`src/rtl/vga_timing_rx_if.sv`:
```
// Raster video bus: HS/VS active low, BLANK high marks an active pixel, RGB valid with BLANK.
interface video_if;
    logic        hs;
    logic        vs;
    logic        blank;
    logic [23:0] rgb;

    modport master (output hs, vs, blank, rgb);
    modport slave  (input  hs, vs, blank, rgb);
endinterface

```
`src/rtl/vga_timing_rx.sv`:
```
// Raster receiver: recovers pixel coordinates, measures frame geometry and locks
// once two consecutive frames measure identically.
module vga_timing_rx #(
    parameter int HMAX      = 2048,
    parameter int VMAX      = 2048,
    parameter int TIMEOUT   = 1 << 22,
    parameter int EXP_HDISP = 800,
    parameter int EXP_VDISP = 480,
    localparam int XW = $clog2(HMAX),
    localparam int YW = $clog2(VMAX)
) (
    input  logic          pixel_clk,
    input  logic          pixel_rst,
    video_if.slave        video_ifs,
    output logic          pix_valid,
    output logic [XW-1:0] pix_x,
    output logic [YW-1:0] pix_y,
    output logic [23:0]   pix_rgb,
    output logic          sof,
    output logic          eol,
    output logic          locked,
    output logic          mode_ok,
    output logic [XW-1:0] meas_hact,
    output logic [YW-1:0] meas_vact,
    output logic [XW:0]   meas_htot,
    output logic [7:0]    err_cnt
);
    localparam int TW = $clog2(TIMEOUT + 1);
    localparam logic [XW-1:0] XMAX = XW'(HMAX - 1);
    localparam logic [YW-1:0] YMAX = YW'(VMAX - 1);
    localparam logic [1:0] SEARCH = 2'd0, MEASURE = 2'd1, VERIFY = 2'd2, LOCKED = 2'd3;

    logic          hs_r, vs_r, blank_r, hs_p, vs_p, blank_p;
    logic [23:0]   rgb_r;
    logic          hs_fall, vs_fall, blank_fall;
    logic          sof_pend, x_sat;
    logic [XW:0]   hcnt, f_hact, f_htot, hact_now, hact_f, htot_f;
    logic [YW-1:0] vcnt, vact_f;
    logic          f_htot_vld, line_bad, bad_f, match, timeout;
    logic [1:0]    state;
    logic [TW-1:0] tcnt;

    assign hs_fall    = hs_p & ~hs_r;
    assign vs_fall    = vs_p & ~vs_r;
    assign blank_fall = blank_p & ~blank_r;
    assign x_sat      = (pix_x == XMAX);

    always_ff @(posedge pixel_clk or posedge pixel_rst) begin
        if (pixel_rst) begin
            {hs_r, vs_r, blank_r, hs_p, vs_p, blank_p} <= '0;
            rgb_r <= '0;
        end else begin
            hs_r    <= video_ifs.hs;
            vs_r    <= video_ifs.vs;
            blank_r <= video_ifs.blank;
            rgb_r   <= video_ifs.rgb;
            hs_p    <= hs_r;
            vs_p    <= vs_r;
            blank_p <= blank_r;
        end
    end

    // Output stage lags the registered copy by one so the live input serves as eol look-ahead.
    always_ff @(posedge pixel_clk or posedge pixel_rst) begin
        if (pixel_rst) begin
            {pix_valid, sof, eol, sof_pend} <= '0;
            pix_x   <= '0;
            pix_y   <= '0;
            pix_rgb <= '0;
        end else begin
            pix_valid <= blank_r;
            pix_rgb   <= rgb_r;
            eol       <= blank_r & ~video_ifs.blank;
            sof       <= blank_r & (sof_pend | vs_fall);
            sof_pend  <= (sof_pend | vs_fall) & ~blank_r;
            if (!blank_r || !pix_valid)
                pix_x <= '0;
            else if (!x_sat)
                pix_x <= pix_x + 1'b1;
            if (vs_fall)
                pix_y <= '0;
            else if (blank_fall && pix_y != YMAX)
                pix_y <= pix_y + 1'b1;
        end
    end

    // Frame view including any line closing in the same cycle as the VS fall.
    always_comb begin
        hact_now = (XW+1)'(pix_x) + 1'b1;
        hact_f   = (blank_fall && vcnt == '0) ? hact_now : f_hact;
        htot_f   = (hs_fall && !f_htot_vld) ? hcnt : f_htot;
        vact_f   = vcnt + YW'(blank_fall && vcnt != YMAX);
        bad_f    = line_bad
                 | (blank_fall && vcnt != '0 && hact_now != f_hact)
                 | (hs_fall && f_htot_vld && hcnt != f_htot)
                 | (blank_r && blank_p && x_sat);
        match    = !bad_f && vact_f != '0 && hact_f == {1'b0, meas_hact}
                 && vact_f == meas_vact && htot_f == meas_htot;
        timeout  = !vs_fall && tcnt == TW'(TIMEOUT - 1);
    end

    always_ff @(posedge pixel_clk or posedge pixel_rst) begin
        if (pixel_rst) begin
            hcnt       <= '0;
            vcnt       <= '0;
            f_hact     <= '0;
            f_htot     <= '0;
            f_htot_vld <= 1'b0;
            line_bad   <= 1'b0;
        end else begin
            if (hs_fall)
                hcnt <= (XW+1)'(1);
            else if (~&hcnt)
                hcnt <= hcnt + 1'b1;
            if (vs_fall) begin
                vcnt       <= '0;
                f_htot_vld <= 1'b0;
                line_bad   <= 1'b0;
            end else begin
                line_bad <= bad_f;
                if (blank_fall) begin
                    if (vcnt != YMAX) vcnt <= vcnt + 1'b1;
                    if (vcnt == '0)   f_hact <= hact_now;
                end
                if (hs_fall && !f_htot_vld) begin
                    f_htot     <= hcnt;
                    f_htot_vld <= 1'b1;
                end
            end
        end
    end

    always_ff @(posedge pixel_clk or posedge pixel_rst) begin
        if (pixel_rst) begin
            state     <= SEARCH;
            locked    <= 1'b0;
            err_cnt   <= '0;
            tcnt      <= '0;
            meas_hact <= '0;
            meas_vact <= '0;
            meas_htot <= '0;
        end else begin
            tcnt <= (vs_fall || timeout) ? '0 : tcnt + 1'b1;
            if (timeout) begin
                state  <= SEARCH;
                locked <= 1'b0;
                if (state == LOCKED && err_cnt != 8'hFF) err_cnt <= err_cnt + 1'b1;
            end else if (vs_fall) begin
                if (state == SEARCH) begin
                    state <= MEASURE;
                end else if (state == LOCKED && match) begin
                    state <= LOCKED;
                end else if (state == VERIFY && match) begin
                    state  <= LOCKED;
                    locked <= 1'b1;
                end else begin
                    if (state == LOCKED && err_cnt != 8'hFF) err_cnt <= err_cnt + 1'b1;
                    state     <= VERIFY;
                    locked    <= 1'b0;
                    meas_hact <= hact_f[XW-1:0];
                    meas_vact <= vact_f;
                    meas_htot <= htot_f;
                end
            end
        end
    end

    assign mode_ok = locked && meas_hact == XW'(EXP_HDISP) && meas_vact == YW'(EXP_VDISP);
endmodule
```
`src/flat_wrapper.sv`:
```
// flat-port wrapper written by rule: the top's interface ports become plain ports
module vga_timing_rx_flat 
#(
    parameter int HMAX      = 2048,
    parameter int VMAX      = 2048,
    parameter int TIMEOUT   = 1 << 22,
    parameter int EXP_HDISP = 800,
    parameter int EXP_VDISP = 480,
    localparam int XW = $clog2(HMAX),
    localparam int YW = $clog2(VMAX)
)
  (pixel_clk, pixel_rst, pix_valid, pix_x, pix_y, pix_rgb, sof, eol, locked, mode_ok, meas_hact, meas_vact, meas_htot, err_cnt, video_ifs_hs, video_ifs_vs, video_ifs_blank, video_ifs_rgb);
  video_if video_ifs_i ();
  input  logic pixel_clk;
  input  logic pixel_rst;
  output logic pix_valid;
  output logic [XW-1:0] pix_x;
  output logic [YW-1:0] pix_y;
  output logic [23:0] pix_rgb;
  output logic sof;
  output logic eol;
  output logic locked;
  output logic mode_ok;
  output logic [XW-1:0] meas_hact;
  output logic [YW-1:0] meas_vact;
  output logic [XW:0] meas_htot;
  output logic [7:0] err_cnt;
  input wire logic [$bits(video_ifs_i.hs)-1:0] video_ifs_hs;
  input wire logic [$bits(video_ifs_i.vs)-1:0] video_ifs_vs;
  input wire logic [$bits(video_ifs_i.blank)-1:0] video_ifs_blank;
  input wire logic [$bits(video_ifs_i.rgb)-1:0] video_ifs_rgb;
  assign video_ifs_i.hs = video_ifs_hs;
  assign video_ifs_i.vs = video_ifs_vs;
  assign video_ifs_i.blank = video_ifs_blank;
  assign video_ifs_i.rgb = video_ifs_rgb;
  vga_timing_rx #(.HMAX(HMAX), .VMAX(VMAX), .TIMEOUT(TIMEOUT), .EXP_HDISP(EXP_HDISP), .EXP_VDISP(EXP_VDISP)) u_core (.pixel_clk(pixel_clk), .pixel_rst(pixel_rst), .video_ifs(video_ifs_i), .pix_valid(pix_valid), .pix_x(pix_x), .pix_y(pix_y), .pix_rgb(pix_rgb), .sof(sof), .eol(eol), .locked(locked), .mode_ok(mode_ok), .meas_hact(meas_hact), .meas_vact(meas_vact), .meas_htot(meas_htot), .err_cnt(err_cnt));
endmodule
```
`config.mk`:
```
export PLATFORM = sky130hd
export DESIGN_NAME = vga_timing_rx_flat
export DESIGN_NICKNAME = d
export VERILOG_FILES = /design/src/rtl/vga_timing_rx_if.sv /design/src/rtl/vga_timing_rx.sv /design/src/flat_wrapper.sv
export SDC_FILE = /design/constraint.sdc
export NUM_CORES = 1
export LEC_CHECK = 0
export BUFFER_PORTS_ARGS = -buffer_cell sky130_fd_sc_hd__buf_2
export CAP_MARGIN = 20
export CORE_MARGIN = 5
export CORE_UTILIZATION = 60
export CTS_BUF_LIST = sky130_fd_sc_hd__clkbuf_2 sky130_fd_sc_hd__clkbuf_4 sky130_fd_sc_hd__clkbuf_8
export DETAILED_ROUTE_END_ITERATION = 8
export GPL_TIMING_DRIVEN = 0
export PLACE_DENSITY = 0.84
export RECOVER_POWER = 50
export SETUP_SLACK_MARGIN = 0.05
export SLEW_MARGIN = 20
export SYNTH_ARGS = -nofsm -noshare
export SYNTH_HDL_FRONTEND = slang
export SYNTH_SLANG_ARGS = --single-unit
```
`constraint.sdc`:
```
create_clock -name pixel_clk -period 6.2 [get_ports pixel_clk]
set_input_delay 0.31 -clock pixel_clk [delete_from_list [all_inputs] [get_ports pixel_clk]]
set_output_delay 0.31 -clock pixel_clk [all_outputs]
set_load 0.005 [all_outputs]
```
# Word-level counts from Yosys, hierarchy flattened
# Index checks and enable logic that the tools add are counted.
[totals] ff_bits=196 inputBits=29 out_inout_bits=93 word_cells=145
[classes] n_addsub=8 eq_ne=19 mux=31 bitwise=19 reduce_logical=42
[ops] cell="11-bit 2-to-1 mux" count=7
[ops] cell="12-bit 2-to-1 mux" count=4
[ops] cell="8-bit 2-to-1 mux" count=6
[ops] cell="11-bit by 1-bit adder with 11-bit output (second input constant)" count=3
[ops] cell="12-bit inequality test" count=2
[ops] cell="23-bit by 1-bit adder with 23-bit output (second input constant)" count=1
[ops] cell="23-bit by 22-bit equality test with 1-bit output (second input constant)" count=1
[ops] cell="23-bit 2-to-1 mux" count=1
[ops] cell="11-bit inequality test (second input constant)" count=2
[ops] cell="11-bit nonzero test" count=2
[ops] cell="1-bit logical AND" count=20
[ops] cell="11-bit by 1-bit adder with 12-bit output (second input constant)" count=1
[ops] cell="12-bit by 1-bit adder with 12-bit output (second input constant)" count=1
[ops] cell="12-bit by 11-bit equality test with 1-bit output" count=1
[ops] cell="12-bit equality test" count=1
[ops] cell="12-bit AND reduction" count=1
[ops] cell="11-bit by 1-bit adder with 11-bit output" count=1
[ops] cell="11-bit by 10-bit equality test with 1-bit output (second input constant)" count=1
[ops] cell="11-bit equality test" count=1
[ops] cell="11-bit equality test (second input constant)" count=1
[ops] cell="11-bit by 9-bit equality test with 1-bit output (second input constant)" count=1
[ops] cell="11-bit logical NOT" count=1
[ops] cell="2-bit nonzero test" count=5
[ops] cell="1-bit 2-to-1 mux" count=9
[ops] cell="16 further kinds" count=45

# Depth between registers and ports, before layout
# Gate-level depths: netlist of run 1.
[depth] ltp_word=18 ltp_mapped=17 depth_no_buf=13

# Worst setup path before layout of run 1
# Ideal clock, no wire load.
[synth_timing] kind="reg-to-reg" startpoint="register u_core.blank_r" endpoint="register u_core.meas_hact[8]" setup_ns=0.125 t_arrival_ns=3.672 required_time_ns=6.075 setup_slack_ns=2.403 path_stages_with_launch=16 n_path_buf=3 synth_period_minus_slack_ns=3.797 path_cell_list="dfrtp_1 > nand2b_1 > clkbuf_1 > a31oi_1 > ha_1 > nand3_1 > or2_2 > o21ai_0 > and4b_1 > a21boi_0 > and3b_1 > and4bb_1 > or3_1 > buf_6 > buf_12 > mux2_4"
[synth_via] elab_chain_cells=15
[synth_rtl] element="from (decl)" line_no="vga_timing_rx.sv:33" text="logic hs_r, vs_r, blank_r, hs_p, vs_p, blank_p;"
[synth_rtl] element="from (signal assigned)" line_no="vga_timing_rx.sv:55" text="blank_r <= video_ifs.blank;"
[synth_rtl] element="branches (longest 15 deep; another with 11-bit by 1-bit adder with 11-bit output)"
[synth_rtl] element="to (signal assigned)" line_no="vga_timing_rx.sv:160" text="meas_hact <= hact_f[XW-1:0];"
[synth_rtl] element="to (decl)" line_no="vga_timing_rx.sv:23" text="output logic [XW-1:0] meas_hact,"
# Several ways; the timed one is not identified.
# A chain may end at the register's enable or synchronous reset.

# Worst setup path in the final report of run 1
[layout_timing] startpoint="register u_core.blank_r" endpoint="register u_core.err_cnt[1]"
[layout_via] elab_chain_cells=15
[layout_rtl] element="branches (longest 10 deep; another with 11-bit by 1-bit adder with 11-bit output)"
[layout_rtl] element="1-bit logical AND * (2 in series)" line_no="vga_timing_rx.sv:98" text="&& vact_f == meas_vact && htot_f == meas_htot;"
[layout_rtl] element="1-bit logical AND (on tied branches)" line_no="vga_timing_rx.sv:151, vga_timing_rx.sv:153"
[layout_rtl] element="2-bit by 1-bit inequality test with 1-bit output (no source line)"
[layout_rtl] element="4-bit AND reduction (no source line) *"
[layout_rtl] element="to (signal assigned)" line_no="vga_timing_rx.sv:147" text="if (state == LOCKED && err_cnt != 8'hFF) err_cnt <= err_cnt + 1'b1;"
[layout_rtl] element="to (signal assigned)" line_no="vga_timing_rx.sv:157" text="if (state == LOCKED && err_cnt != 8'hFF) err_cnt <= err_cnt + 1'b1;"
[layout_rtl] element="to (decl)" line_no="vga_timing_rx.sv:26" text="output logic [7:0] err_cnt"
# Mark *: on every way between the ends.

==> results by group, run 1 <==
Run status
  • Status: finished with violations
  • Violated checks: max-capacitance violations, max-slew violations

Worst hold path
  • HP Class: flip-flop to flip-flop
  • Hold path cells: 0
  • Hold Path Origin: u_core.rgb_r[1]
  • WHS Endpoint: u_core.pix_rgb[1]

Logic synthesis
  • Register area share after synthesis: 0.489
  • Number of synthesized register bits: 196
  • Cell Area, Synth: 10,000 um^2
  • Synth warn: 0
  • Post-synth EDFFs: 0
  • Avg Cell Area, Syn: 10.2 um^2
  • Most used DFF post-synth: dfrtp_1
  • Synth unique cells: 71
  • Syn nets: 1,022
  • Post-synthesis instance total: 984
  • Fraction of registers with async set/reset: 1.00

STA
  • Final period utilization: 0.767
  • Final Max Slew Viols: 90
  • Layout Skew: 0.0192 ns
  • RSZ-0062 raised after global routing: false
  • Final Critical Period: 4.76 ns
  • F_max: 210 MHz
  • Worst-Margin Slew: 3.92 ns
  • Max_slew headroom: -1.63
  • Final setup viols: 0
  • Hold Fails Final Rpt: 0
  • Setup TNS Final: 0 ns

Pwr
  • Clock power frac: 0.268
  • Reg power frac: 0.485
  • Sw power: 1.13 mW
  • Gate power share: 0.247
  • Leakage: 5.31 nW
  • VDD IR-drop max: 0.000186 V
  • P per Cell Area: 276 nW/um^2
  • Internal power: 2.08 mW
  • Switch share: 0.352

Placement
  • Port bufs: 121
  • Placer congestion estimate: 0.990
  • Placed Cells: 1,326
  • Placed Area: 11,000 um^2
  • DP Wirelength: 17,900 um

Route
  • Total number of vias: 8,202
  • Post-DRT Antenna Nets: 0
  • Pre-antenna DRT Iters: 5
  • DRT iter0 DRCs: 713
  • Wire per inst: 18.0 um
  • Via-per-instance ratio: 5.92
  • # DRC: 0
  • WL final: 24,900 um

Cells and area
  • Area growth syn-to-layout: 15.6%
  • Layout Nets: 1,191
  • Antenna diodes: 0
  • Most frequent cells in the layout: 196 x dfrtp_1, 102 x nor2_1, 83 x clkbuf_1
  • Final core utilization: 0.702
  • Design area: 11,600 um^2
  • Final Non-Filler Cells: 1,386
  • Share of cells above drive strength 1: 0.142
  • Commonest non-fill, non-tap cell in the layout: dfrtp_1
  • Fill count: 1,253

Worst setup path
  • CP Class: flip-flop to flip-flop
  • Reg2Reg Depth: 14
  • CP max FO: 8
  • Critical Path Sink Type: flip-flop
  • Worst R2R End: u_core.err_cnt[1]
  • Worst EP required: 6.57 ns
  • R2R Path Start: u_core.blank_r
  • R2r setup slk: 1.44 ns
  • Critical Path AT: 5.13 ns
  • CP startpoint kind: flip-flop

Floorplan
  • Ports: 122
  • Die H: 139 um
  • Row count: 47
  • Starting density of the core: 0.607
  • Core area: 16,500 um^2
  • Die area: 19,400 um^2
  • Die width: 139 um

CTS
  • Clock-pin slew of the registers on the worst-case setup and hold paths: 0.11 ns
  • Number of post-CTS setup repair buffers: 0
  • CTS tree: done
  • # resized after CTS: 0
  • Post-CTS Hold Fix Bufs: 28
  • Clk buf depth: 2
  • Clock latency on the worst-skew pair: 0.49 ns
  • TritonCTS Buffers: 17
  • Clk sinks: 196
  • H-tree depth: 4
  • Root buf cell: clkbuf_8

GRT
  • Largest net degree at the start of global routing: 108
  • Global route total overflow: 0
  • First-pass GRT wire length: 41,100 um
  • Initial antenna violation count: 0
  • Vias in the first global route: 8,032
  • All-Layer GR Usage: 0.261

Job
  • Max_cap viols: 1
==> worst max-delay path by stage <==
stage                                     end      startpoint  slack (ns)  cells after the start
after floorplan                u_core.blank_p       pixel_rst        0.55                      1
after global placement    u_core.meas_vact[9]       pixel_rst       -1.47                      2
after detailed placement    u_core.err_cnt[1]  u_core.blank_r        1.53                     14
after CTS                   u_core.err_cnt[1]  u_core.blank_r        1.49                     14
after global routing        u_core.err_cnt[1]  u_core.blank_r        1.14                     14
final                       u_core.err_cnt[1]  u_core.blank_r        1.44                     14
==> cell type report <==
type,instances,area [um^2],area share
inverters,38,144,0.0124
multi-input cells,698,4740,0.408
plain buffers,52,258,0.0222
well taps,220,275,0.0237
clock inverters,15,196,0.0169
flip-flops and latches,196,4900,0.423
clock buffers,17,234,0.0202
repair buffers,150,855,0.0736
==> power by group through the flow <==
stage / logic [mW] / registers (mW) / clock network (mW)
2_1_floorplan: 0.533 / 1.54 / 0
3_3_place_gp: 0.749 / 1.56 / 0
3_5_place_dp: 0.772 / 1.57 / 0
4_1_cts: 0.791 / 1.54 / 0.876
5_1_grt: 0.869 / 1.57 / 0.934
6_report: 0.791 / 1.55 / 0.859
==> per-layer routing <==
layer  global-route usage  vias up  part of all wire
met1                0.348     3983              0.41
met3               0.0556       76             0.081
met2                0.413      363              0.47
met4                0.114        0             0.036
li1                     -     3780                 -
met5                    0        -                 0
==> flip-flops by register name, summed over array words and instances (netlist names), 12 cells and up <==
| signal | count |
|---|---|
| u_core.f_htot | 12 |
| u_core.pix_rgb | 24 |
| u_core.f_hact | 12 |
| u_core.meas_htot | 12 |
| u_core.tcnt | 23 |
| u_core.hcnt | 12 |
| u_core.rgb_r | 24 |
==> metrics by stage <==
| step | setup slack [ns] | hold slack (ns) | power [mW] |
|---|---|---|---|
| after floorplan | 0.549 | 0.331 | 2.07 |
| after global placement | -1.47 | 0.331 | 2.31 |
| after detailed placement | 1.53 | 0.335 | 2.34 |
| after CTS | 1.49 | 0.355 | 3.21 |
| after global routing | 1.14 | 0.368 | 3.37 |
| final | 1.44 | 0.353 | 3.20 |
==> logic make-up after synthesis <==
kind of cell / synth area share
AND/OR/NAND/NOR: 0.196
flip-flops: 0.489
AO/OA/AOI/OAI: 0.0896
XOR/XNOR: 0.106
buffers and inverters: 0.0399
multiplexers: 0.0687
adder cells (fa/ha/maj): 0.0112
==> Yosys cell counts, drive strengths merged (3+ instances only) <==
library cell / instances / share of area
a2111o: 3 / 0.0034
a21oi: 42 / 0.021
a31oi: 6 / 0.0037
and2: 3 / 0.0019
and3: 18 / 0.011
and4: 5 / 0.0044
buf: 16 / 0.012
clkbuf: 36 / 0.013
dfrtp: 196 / 0.49
ha: 9 / 0.011
inv: 38 / 0.014
mux2: 33 / 0.044
mux2i: 25 / 0.025
nand2: 70 / 0.026
nand2b: 18 / 0.011
nand3: 36 / 0.018
nand4: 22 / 0.014
nor2: 102 / 0.038
nor2b: 9 / 0.0056
nor3: 31 / 0.017
nor3b: 10 / 0.0080
nor4: 18 / 0.015
nor4b: 4 / 0.0035
o2111a: 3 / 0.0034
o2111ai: 4 / 0.0035
o211ai: 7 / 0.0052
o21ai: 35 / 0.017
o221ai: 3 / 0.0026
o22ai: 6 / 0.0037
o311ai: 3 / 0.0026
o31ai: 4 / 0.0030
or3: 8 / 0.0050
or4: 6 / 0.0045
xnor2: 60 / 0.052
xor2: 56 / 0.049
==> critical path: stages, from the launching register on <==
cell and delay (ns):
dfrtp_1 0.46, nand2b_1 0.17, clkbuf_1 0.23, a31oi_1 0.65, ha_1 0.41, and3_1 0.19, clkbuf_1 0.25, nor3b_1 0.08
a2111oi_0 0.46, nand3_1 0.13, nor4_1 0.37, nand4_1 0.17, nor3_2 0.53, nand2b_1 0.22, mux2_2 0.34
(Power assumes the default switching activity.)
==> run 2, diff against run 1 <==
Settings changed: ABC_AREA set to 1, CORE_UTILIZATION 60 to 54, PLACE_DENSITY 0.84 to 0.8.
Clock period 6.2 ns to 4.2 ns, I/O delays scaled along.
==> results by group, run 2 <==
Run status
  • Status: finished with violations
  • Violated checks: max-capacitance violations, max-slew violations

Logic synthesis
  • Number of synthesized register bits: 196
  • Synth warn: 0
  • Fraction of registers with async set/reset: 1.00
  • Largest family of logic cells by synthesized area: simple AND/OR/NAND/NOR gates
  • Post-synthesis mux area share: 0
  • Synth unique cells: 45
  • Synth Area in Compound Gates: 0.0862
  • Synth Area in XOR/XNOR: 0.0155
  • Cell Area, Synth: 9590 um^2
  • Top cells by instance count after synthesis: 354 x nand2_1, 196 x dfrtp_1, 142 x inv_1, 112 x nor2_1, 94 x nand3_1
  • Post-synthesis instance total: 1,198
  • Top-count cell post-synth: nand2_1
  • Top post-synthesis cells by area: dfrtp_1 51%, nand2_1 14%, inv_1 5.6%, nand3_1 4.9%, nor2_1 4.4%
  • Syn nets: 1,236
  • Register area share after synthesis: 0.511
  • Avg Cell Area, Syn: 8.01 um^2
  • Post-synth EDFFs: 0
  • Most used DFF post-synth: dfrtp_1
  • Leading area contributor after synthesis: dfrtp_1
  • Simple-gate share of the synthesized area: 0.302
  • Adder-Cell Fraction of Synth Area: 0.0117
  • Synth top area share: 0.511

CTS
  • Clk buf depth: 2
  • Post-CTS Hold Fix Bufs: 28
  • CTS tree: done
  • Clock-pin slew of the registers on the worst-case setup and hold paths: 0.12 ns
  • H-tree depth: 4
  • TritonCTS Buffers: 17
  • Clock latency on the worst-skew pair: 0.51 ns
  • # resized after CTS: 0
  • Number of post-CTS setup repair buffers: 0
  • Clk sinks: 196
  • Root buf cell: clkbuf_8

Pwr
  • VDD IR-drop max: 0.000269 V
  • Leakage: 5.50 nW
  • Pwr Total: 4.30 mW
  • P per Cell Area: 383 nW/um^2

STA
  • Setup TNS Final: 0 ns
  • F_max: 268 MHz
  • Hold Fails Final Rpt: 0
  • Final period utilization: 0.888
  • Layout Skew: 0.0229 ns
  • Final Critical Period: 3.73 ns
  • Max_slew headroom: -0.188
  • Fin worst setup slack: 0.471 ns
  • RSZ-0062 raised after global routing: false
  • Final Max Slew Viols: 64
  • Final setup viols: 0
  • Worst-Margin Slew: 1.78 ns

Placement
  • Port bufs: 121
  • DP Wirelength: 17,400 um
  • Placer congestion estimate: 0.928
  • Post-Place Setup Slack: 0.545 ns

Cells and area
  • Layout Nets: 1,410
  • Share of cells above drive strength 1: 0.135
  • Area growth syn-to-layout: 17.1%
  • Top flop regs: u_core.pix_rgb: 24 flops, u_core.rgb_r: 24 flops, u_core.tcnt: 23 flops
  • Most frequent cells in the layout: 354 x nand2_1, 196 x dfrtp_1, 142 x inv_1
  • Antenna diodes: 0
  • Commonest non-fill, non-tap cell in the layout: nand2_1

Floorplan
  • Die area: 20,500 um^2
  • Die H: 143 um
  • Core area: 17,400 um^2
  • Ports: 122
  • Die width: 143 um
  • Starting density of the core: 0.553
  • Row count: 48

Route
  • WL final: 24,000 um
  • DRT iter0 DRCs: 737
  • Total number of vias: 8,575
  • # DRC: 0
  • Pre-antenna DRT Iters: 5
  • Wire per inst: 14.9 um
  • Post-DRT Antenna Nets: 0
  • Via-per-instance ratio: 5.33

Worst setup path
  • Worst R2R End: u_core.meas_hact[9]
  • CP startpoint kind: flip-flop
  • Critical Path AT: 4.12 ns
  • Slowest CP cell: dfrtp_1
  • CP Class: flip-flop to flip-flop
  • Worst-path cell chain: inv_1, nand2_2, inv_1, nand2_1, inv_1, ha_1, nand2_1, nor2_4, nand2_1, nand2_1, nand2_1, a21oi_1, nand2_1, nor2_1, nand3_1, nor2_1, nand4_1, nand2_2, inv_2, buf_2, nand2_1, o21ai_1
  • CP most frequent cell: nand2_1
  • Critical Path Sink Type: flip-flop
  • R2r setup slk: 0.47 ns
  • Slowest stage delay, CP: 0.45 ns
  • Reg2Reg Depth: 22
  • CP max FO: 10
  • R2R Path Start: u_core.blank_r
  • Worst EP required: 4.59 ns

Worst hold path
  • Hold path cells: 2
  • Hold Path Origin: video_ifs_rgb[15]
  • HP Class: input port to flip-flop
  • WHS Endpoint: u_core.rgb_r[15]

GRT
  • Vias in the first global route: 8,277
  • Initial antenna violation count: 0
  • All-Layer GR Usage: 0.247
  • Global route total overflow: 0
  • Largest net degree at the start of global routing: 34
  • First-pass GRT wire length: 40,600 um

Job
  • Max_cap viols: 2
## run 2: layout make-up
cell class | count | area (um^2)
fillers | 1459 | 6120
flip-flops and latches | 196 | 4900
multi-input cells | 832 | 3980
repair buffers | 155 | 901
inverters | 145 | 546
well taps | 225 | 282
clock buffers | 17 | 234
clock inverters | 15 | 226
plain buffers | 25 | 161
## run 2: logic make-up after synthesis
logic type	after synthesis
AO/OA/AOI/OAI	149
XOR/XNOR	17
buffers and inverters	170
AND/OR/NAND/NOR	657
adder cells (fa/ha/maj)	9
flip-flops	196
## run 2: stage by stage
stage	instance area, um^2	instances	utilization	hold WS (ns)
2_1_floorplan	9600	1198	-	0.241
3_3_place_gp	10500	1544	0.604	0.318
3_5_place_dp	10600	1550	0.611	0.319
4_1_cts	11400	1610	0.654	0.313
5_1_grt	11200	1610	0.647	0.324
6_report	11200	1610	0.647	0.327
## run 2: worst max-delay path by stage
stage,startpoint,endpoint,slack (ns),cells after the start
after floorplan,pixel_rst,u_core.blank_p,1.46,1
after global placement,pixel_rst,u_core.meas_hact[2],0.33,2
after detailed placement,u_core.blank_r,u_core.meas_htot[5],0.55,22
after CTS,u_core.blank_r,u_core.meas_hact[9],0.54,22
after global routing,pixel_rst,u_core.hcnt[6],0.13,5
final,u_core.blank_r,u_core.meas_hact[9],0.47,22
## run 2: power by group
| group | switching (mW) | leakage, nW | total (mW) | internal [mW] |
|---|---|---|---|---|
| combinational | 0.482 | 2.72 | 0.775 | 0.293 |
| sequential | 0.138 | 2.55 | 2.17 | 2.03 |
| clock | 0.863 | 0.224 | 1.36 | 0.495 |
| total | 1.48 | 5.50 | 4.30 | 2.82 |
## run 2: metal layers
layer,global-route usage,wire length [um]
met1,0.326,10200
met3,0.0616,1840
met5,0,0
met2,0.407,11500
met4,0.0758,487
## run 2: worst max-delay path, delay by kind of cell, from the launching register on
kind | cells | cell delay (ns)
and+or+nand+nor | 14 | 2.00
buffers and inverters | 5 | 0.78
DFF | 1 | 0.45
AOI/OAI and AO/OA | 2 | 0.22
adders and majority gates | 1 | 0.17
==> run 3, diff against run 2 <==
Settings changed: CORE_UTILIZATION 54 to 60, PLACE_DENSITY 0.8 to 0.84, TNS_END_PERCENT set to 1.
Clock period 4.2 ns to 3.55 ns, I/O delays scaled along.
==> results by group, run 3 (synthesis results as in run 2) <==
Cells and area
  • Most frequent cells in the layout: 352 x nand2_1, 193 x dfrtp_1, 140 x inv_1
  • Antenna diodes: 0
  • Final core utilization: 0.719
  • Final Non-Filler Cells: 1,610
  • Commonest non-fill, non-tap cell in the layout: nand2_1
  • Layout Nets: 1,419
  • Fill count: 1,262
  • Top flop regs: u_core.pix_rgb: 24 flops, u_core.rgb_r: 24 flops, u_core.tcnt: 23 flops
  • Share of cells above drive strength 1: 0.143
  • Area growth syn-to-layout: 18.2%
  • Design area: 11,300 um^2

Worst setup path
  • WP buf/inv: 6
  • CP max FO: 10
  • Worst EP required: 3.93 ns
  • Critical Path AT: 3.71 ns
  • Worst-path cell chain: ha_1, inv_1, nor2_1, nand4_1, nand2_2, inv_2, ha_2, nand2_2, nor2_4, buf_4, nand3_1, nand3_1, nand2_1, nor2_1, nand2_1, inv_1, nand3_1, nor3_4, nand4_1, nand2_2, buf_6, buf_12, o21ai_0
  • Slowest stage delay, CP: 0.43 ns
  • Critical Path Sink Type: flip-flop
  • CP Class: flip-flop to flip-flop
  • Slowest CP cell: dfrtp_1
  • CP startpoint kind: flip-flop
  • Kind of cell adding the most delay to the critical path: simple AND/OR/NAND/NOR gates

Floorplan
  • Core area: 15,800 um^2
  • Die H: 136 um
  • Die area: 18,600 um^2
  • Die width: 136 um
  • Row count: 46
  • Ports: 122
  • Starting density of the core: 0.608

STA
  • Final setup viols: 0
  • Final period utilization: 0.937
  • Fin worst setup slack: 0.223 ns
  • Max_slew headroom: -0.244
  • Hold_ws: 0.307 ns
  • Final Max Slew Viols: 68
  • Layout Skew: 0.0142 ns
  • Final Critical Period: 3.33 ns
  • F_max: 301 MHz
  • Setup TNS Final: 0 ns
  • RSZ-0062 raised after global routing: true
  • Hold Fails Final Rpt: 0
  • Worst-Margin Slew: 1.87 ns

CTS
  • CTS tree: done
  • TritonCTS Buffers: 17
  • Clk sinks: 196
  • Root buf cell: clkbuf_8
  • Clock-pin slew of the registers on the worst-case setup and hold paths: 0.12 ns
  • Clk buf depth: 2
  • H-tree depth: 4
  • Clock latency on the worst-skew pair: 0.50 ns

Route
  • WL final: 24,700 um
  • Total number of vias: 8,653
  • Pre-antenna DRT Iters: 5
  • Post-DRT Antenna Nets: 0
  • Wire per inst: 15.3 um
  • Via-per-instance ratio: 5.37
  • # DRC: 0
  • DRT iter0 DRCs: 653

GRT
  • Global route total overflow: 0
  • First-pass GRT wire length: 40,900 um
  • All-Layer GR Usage: 0.279
  • Largest net degree at the start of global routing: 34
  • Vias in the first global route: 8,428
  • Initial antenna violation count: 0

Pwr
  • Pwr Total: 5.09 mW
  • P per Cell Area: 449 nW/um^2
  • Leakage: 5.49 nW
  • VDD IR-drop max: 0.000447 V

Placement
  • Placed Area: 10,600 um^2
  • Placer congestion estimate: 0.926
  • Placed Cells: 1,541
  • Port bufs: 121
  • Post-Place Setup Slack: -0.0405 ns
  • DP Wirelength: 17,800 um

Job
  • Max_cap viols: 2

Run status
  • Violated checks: max-capacitance violations, max-slew violations
  • Status: finished with violations

Worst hold path
  • HP Class: input port to flip-flop
==> run 3: changes by cell type in the layout (fill, tap and decap cells not counted), sizes merged <==
cell | previous run | this run
dlymetal6s4s | 1 | 0
inv | 153 | 151
clkbuf | 61 | 72
buf | 107 | 106
clkinv | 6 | 8
==> run 3: worst paths after layout <==
path / startpoint / to / slack (ns) / cells after the start
min reg2reg: u_core.rgb_r[19] / u_core.pix_rgb[19] / 0.36 / 0
min in group asynchronous: pixel_rst / u_core.rgb_r[1] / 0.42 / 3
min: video_ifs_rgb[15] / u_core.rgb_r[15] / 0.31 / 2
max in group asynchronous: pixel_rst / u_core.meas_hact[8] / 0.56 / 5
max: u_core.vcnt[0] / u_core.meas_hact[10] / 0.22 / 23
max reg2reg: u_core.vcnt[0] / u_core.meas_hact[10] / 0.22 / 23
==> run 3: metal layers <==
metal	share of wire	up-vias	wire length (um)	GRT usage
met5	0	-	0	0
met4	0.020	0	503	0.0941
met3	0.072	45	1780	0.0692
met2	0.49	294	12200	0.457
met1	0.41	4082	10200	0.366
li1	-	4232	-	-
==> run 3: timing repair <==
item / CTS / global route
setup buffers: 1 / 8
gates resized for setup: 5 / 20
pin swaps: 0 / 5
endpoints found under the hold margin: 52 / 0
setup endpoints to repair: 31 / 44
hold buffers: 28 / 0
==> run 3: cell type report <==
type | instances | area (um^2) | area share
timing repair buffer | 164 | 960 | 0.0846
buffer | 25 | 180 | 0.0159
tap | 216 | 270 | 0.0238
inverter | 145 | 548 | 0.0483
multi-input combinational | 832 | 4020 | 0.355
clock inverter | 15 | 221 | 0.0195
sequential | 196 | 4910 | 0.433
clock buffer | 17 | 234 | 0.0206
==> run 3: report_power, final <==
part / switching (mW) / internal, mW
clock network: 0.993 / 0.572
logic: 0.587 / 0.359
registers: 0.172 / 2.41
total: 1.75 / 3.34
